File: config.mk
export PLATFORM = sky130hd
export DESIGN_NAME = aes_key_pack_flat
export DESIGN_NICKNAME = d
export VERILOG_FILES = /design/src/rtl/aes_key_pack_pkg.sv /design/src/rtl/aes_key_pack_if.sv /design/src/rtl/aes_key_pack.sv /design/src/flat_wrapper.sv
export SDC_FILE = /design/constraint.sdc
export NUM_CORES = 1
export LEC_CHECK = 0
export ABC_AREA = 1
export BUFFER_PORTS_ARGS = -buffer_cell sky130_fd_sc_hd__buf_2
export CAP_MARGIN = 25
export CORE_MARGIN = 1
export CORE_UTILIZATION = 46
export DETAILED_ROUTE_END_ITERATION = 12
export PLACE_DENSITY = 0.86
export SYNTH_ARGS = -nofsm -noshare
export SYNTH_HDL_FRONTEND = slang
export SYNTH_SLANG_ARGS = --single-unit
File: constraint.sdc
create_clock -name clock -period 1.45 [get_ports clock]
set_clock_uncertainty 0.2 [all_clocks]
set_input_delay 0.29 -clock clock [delete_from_list [all_inputs] [get_ports clock]]
set_output_delay 0.29 -clock clock [all_outputs]
set_load 0.02 [all_outputs]
File: src/rtl/aes_key_pack_pkg.sv
// Shared types for the byte-serial AES key loader: key length, packed key word and loader states.
package aes_key_pack_pkg;

  localparam int Nk = 4;

  typedef logic [32*Nk-1:0] key_word_t;

  typedef enum logic [1:0] {
    IDLE,
    COLLECT,
    FULL
  } key_pack_state_t;

endpackage

File: src/rtl/aes_key_pack_if.sv
// Byte-stream input and packed-key output handshakes of the key loader.
interface aes_key_pack_if #(
  parameter int NK = aes_key_pack_pkg::Nk
);

  logic            byte_valid;
  logic [7:0]      byte_data;
  logic            byte_last;
  logic            byte_ready;
  logic            clear;
  logic            key_valid;
  logic            key_ready;
  logic [32*NK-1:0] key_out;
  logic            err;

  modport master (
    output byte_valid, byte_data, byte_last, clear, key_ready,
    input  byte_ready, key_valid, key_out, err
  );

  modport slave (
    input  byte_valid, byte_data, byte_last, clear, key_ready,
    output byte_ready, key_valid, key_out, err
  );

endinterface

File: src/rtl/aes_key_pack.sv
// Collects key bytes MSB first into a 32*NK-bit word and hands it off over valid/ready.
module aes_key_pack
  import aes_key_pack_pkg::*;
#(
  parameter int NK = Nk
) (
  input  logic           clock,
  input  logic           reset,
  aes_key_pack_if.slave  kp
);

  localparam int NB = 4 * NK;
  localparam int KW = 32 * NK;
  localparam int CW = $clog2(NB);

  key_pack_state_t state_reg;
  logic [CW-1:0]   count_reg;
  logic [KW-1:0]   sr_reg;
  logic            byte_ready_reg;
  logic            key_valid_reg;
  logic            err_reg;

  assign kp.byte_ready = byte_ready_reg;
  assign kp.key_valid  = key_valid_reg;
  assign kp.key_out    = sr_reg;
  assign kp.err        = err_reg;

  always_ff @(posedge clock) begin
    // clear shares the reset path so it wins over any byte or key transfer
    if (reset || kp.clear) begin
      state_reg      <= IDLE;
      count_reg      <= '0;
      sr_reg         <= '0;
      byte_ready_reg <= 1'b1;
      key_valid_reg  <= 1'b0;
      err_reg        <= 1'b0;
    end else begin
      err_reg <= 1'b0;
      case (state_reg)
        IDLE, COLLECT: begin
          if (kp.byte_valid) begin
            if (count_reg == CW'(NB - 1)) begin
              // byte_last is irrelevant here: the length is fixed by NK
              sr_reg         <= {sr_reg[KW-9:0], kp.byte_data};
              count_reg      <= '0;
              state_reg      <= FULL;
              byte_ready_reg <= 1'b0;
              key_valid_reg  <= 1'b1;
            end else if (kp.byte_last) begin
              sr_reg    <= '0;
              count_reg <= '0;
              state_reg <= IDLE;
              err_reg   <= 1'b1;
            end else begin
              sr_reg    <= {sr_reg[KW-9:0], kp.byte_data};
              count_reg <= count_reg + 1'b1;
              state_reg <= COLLECT;
            end
          end
        end
        FULL: begin
          if (kp.key_ready) begin
            sr_reg         <= '0;
            count_reg      <= '0;
            state_reg      <= IDLE;
            byte_ready_reg <= 1'b1;
            key_valid_reg  <= 1'b0;
          end
        end
        default: begin
          state_reg      <= IDLE;
          count_reg      <= '0;
          sr_reg         <= '0;
          byte_ready_reg <= 1'b1;
          key_valid_reg  <= 1'b0;
        end
      endcase
    end
  end

endmodule

File: src/flat_wrapper.sv
// flat-port wrapper written by rule: the top's interface ports become plain ports
module aes_key_pack_flat import aes_key_pack_pkg::*;
#(
  parameter int NK = Nk
)
  (clock, reset, kp_byte_valid, kp_byte_data, kp_byte_last, kp_clear, kp_key_ready, kp_byte_ready, kp_key_valid, kp_key_out, kp_err);
  aes_key_pack_if #(.NK(NK)) kp_i ();
  input  logic clock;
  input  logic reset;
  input wire logic [$bits(kp_i.byte_valid)-1:0] kp_byte_valid;
  input wire logic [$bits(kp_i.byte_data)-1:0] kp_byte_data;
  input wire logic [$bits(kp_i.byte_last)-1:0] kp_byte_last;
  input wire logic [$bits(kp_i.clear)-1:0] kp_clear;
  input wire logic [$bits(kp_i.key_ready)-1:0] kp_key_ready;
  output wire logic [$bits(kp_i.byte_ready)-1:0] kp_byte_ready;
  output wire logic [$bits(kp_i.key_valid)-1:0] kp_key_valid;
  output wire logic [$bits(kp_i.key_out)-1:0] kp_key_out;
  output wire logic [$bits(kp_i.err)-1:0] kp_err;
  assign kp_i.byte_valid = kp_byte_valid;
  assign kp_i.byte_data = kp_byte_data;
  assign kp_i.byte_last = kp_byte_last;
  assign kp_i.clear = kp_clear;
  assign kp_i.key_ready = kp_key_ready;
  assign kp_byte_ready = kp_i.byte_ready;
  assign kp_key_valid = kp_i.key_valid;
  assign kp_key_out = kp_i.key_out;
  assign kp_err = kp_i.err;
  aes_key_pack #(.NK(NK)) u_core (.clock(clock), .reset(reset), .kp(kp_i));
endmodule
==> results.yml <==
pwr:
  p_sw_w: 0.00224
  seqPwrFrac: 0.431
  finalPower_w: 0.00873
  comb_power_share: 0.079
  worst_ir_drop_vdd_v: 0.00103
  p_leak_nw: 3.95
  powerDensity_nw_per_um2: 879
  netSwitchingFraction: 0.256
  pwr-share-clk: 0.490
  cellInternalPower_w: 0.00649
route:
  route.detailed.drc: 0
  wl_um: 27500
  via_count: 7060
  avgViaCountPerCell: 6.30
  ant_nets: 0
  avgRoutedWirePerCell_um: 24.6
  drt_first_pass_iters: 7
  dr.first_iter.drc_count: 903
setup_path:
  path_max_fanout: 12
  startpoint_type: "flop"
  end_kind: "flop"
  arrival_ns: 2.07
  crit_type: "reg -> reg"
  worstPathRequired_ns: 1.65
synthesis:
  synth.cell_area_um2: 5080
  async_flop_share: 0
  yosys_register_bits: 137
  synthesis.nets: 645
  yosys-top-cells-area: "dfxtp_1, a21oi_1, nand3_1"
  synth_top_area_frac: 0.540
  synth.distinct_cells: 18
  synth_top_area_cell: "dfxtp_1"
  synth_edf_count: 0
  avgSynthCellArea_um2: 8.07
  syn_inst: 630
  synth_flop_cell: "dfxtp_1"
  seq_area_frac_synth: 0.540
  yosys_warnings: 0
final_layout:
  final_common_cell: "buf_4"
  final_cell_mix: "buf_4, nand2_1, buf_6"
  nets: 983
  drive_gt1_frac: 0.651
  n_antenna_cell: 0
  syn_to_final_growth_pct: 95.4
  final_area_um2: 9930
  fillers: 365
  largest_register_ffs: 128
floorplanning:
  placementRows: 38
  die-area_um2: 11500
  pin_count: 145
  die_w_um: 107
  fp.dieH_um: 107
  initial_core_util: 0.471
  core_um2: 10800
grt:
  grt_first_pass_wirelength_um: 33800
  antenna_found_initial: 0
  grt_pass1_vias: 6444
  grt_overflow_total: 0
  grt_use_total: 0.392
  grt_max_degree: 48
timing:
  worst_slack_ns: -0.422
  slew_viol_final: 0
  min_period_ns: 1.87
  setup_violations: 266
  rsz0062_at_grt: "yes"
  whs_ns: 0.0436
  post-route-period-util: 1.29
  worst_slew_pin_slew_ns: 0.465
  finalHoldViolations: 0
  fmax_mhz: 534
  slew_headroom: 0.690
place:
  hpwl_um: 8930
  place_area_um2: 6170
  gp_congestion: 0.789
  port_buffers: 144
  dpl_worst_slack_ns: -0.117
clock_network:
  numClockSinks: 137
  cts_tree: "done"
  cts-root-buf: "clkbuf_8"
  cts_buffers: 17
  htree_num_levels: 4
  clkTransAtPathRegs_ns: 0.07
  insertion_delay_ns: 0.57
  clockBufferDepth: 2
outcome:
  status: "finished, violations left"
  violations: "negative setup slack"
run:
  maxCapViolations: 0
worst_hold_path:
  hp-class: "in -> reg"
==> synthesized netlist by cell type, types with 2 or more instances <==
library cell / instances
buf_4: 8
dfxtp_1: 137
buf_6: 8
clkbuf_1: 14
nand3_1: 132
inv_1: 8
nand2_1: 147
nor3_1: 2
nand4_1: 2
a21oi_1: 134
buf_2: 27
nor2_1: 5
==> timing repair <==
action / CTS / global route
hold buffers: 10 / 0
buffers inserted: 114 / 59
pin swaps: 7 / 31
hold endpoints to repair: 9 / 0
endpoints found under the setup margin: 260 / 265
cloned: 7 / 2
resized for setup: 417 / 120
==> critical path, cell delays in order, from the launching register on <==
cell	delay (ns)
dfxtp_2	0.38
ha_4	0.17
nand3_4	0.13
nand2_8	0.18
buf_12	0.16
nand3_1	0.09
a21oi_1	0.40
==> stage by stage <==
stage,utilization,TNS (ns),instances
after floorplan,-,0,630
after global placement,0.572,-4.96,899
after detailed placement,0.572,-7.88,899
after CTS,0.831,-7.22,1061
after global routing,0.920,-38.24,1120
final,0.920,-31.37,1120
==> logic make-up after synthesis <==
group / synth area share
buffers and inverters: 0.0724
and+or+nand+nor: 0.252
AOI/OAI and AO/OA: 0.133
adders and majority gates: 0.00246
DFF: 0.540
==> power groups by stage <==
stage	Sequential, W	Clock (W)	Combinational [W]
after global routing	0.00376	0.00442	0.000708
after floorplan	0.00387	0	0.000272
after global placement	0.00386	0	0.000425
final	0.00376	0.00428	0.000689
after CTS	0.00378	0.00412	0.000564
after detailed placement	0.00386	0	0.000426
==> layout make-up <==
class,count,area (µm²),area share
sequential,137,2930,0.295
clock inverter,13,130,0.0131
inverter,8,30.0,0.00302
timing repair buffer,374,3690,0.372
multi-input combinational,430,2540,0.256
clock buffer,18,428,0.0431
tap,140,175,0.0176
==> layer usage <==
layer / part of all wire / up-vias / track usage
met5: 0 / - / 0
met4: 0.094 / 0 / 0.263
met3: 0.095 / 254 / 0.119
met2: 0.49 / 674 / 0.688
met1: 0.32 / 3317 / 0.399
li1: - / 2815 / -
==> path summary, 6_finish.rpt <==
check	slack [ns]	cells after the start	to	start
worst max-delay path	-0.42	6	u_core.kp.key_out[104]$_SDFFE_PP0P_	u_core.count_reg[1]$_SDFFE_PP0P_
worst min-delay path	0.04	3	u_core.kp.key_out[6]$_SDFFE_PP0P_	reset
worst max register to register	-0.42	6	u_core.kp.key_out[104]$_SDFFE_PP0P_	u_core.count_reg[1]$_SDFFE_PP0P_
worst min register to register	0.29	2	u_core.kp.key_out[126]$_SDFFE_PP0P_	u_core.kp.key_out[126]$_SDFFE_PP0P_
(Power assumes the default switching activity.)
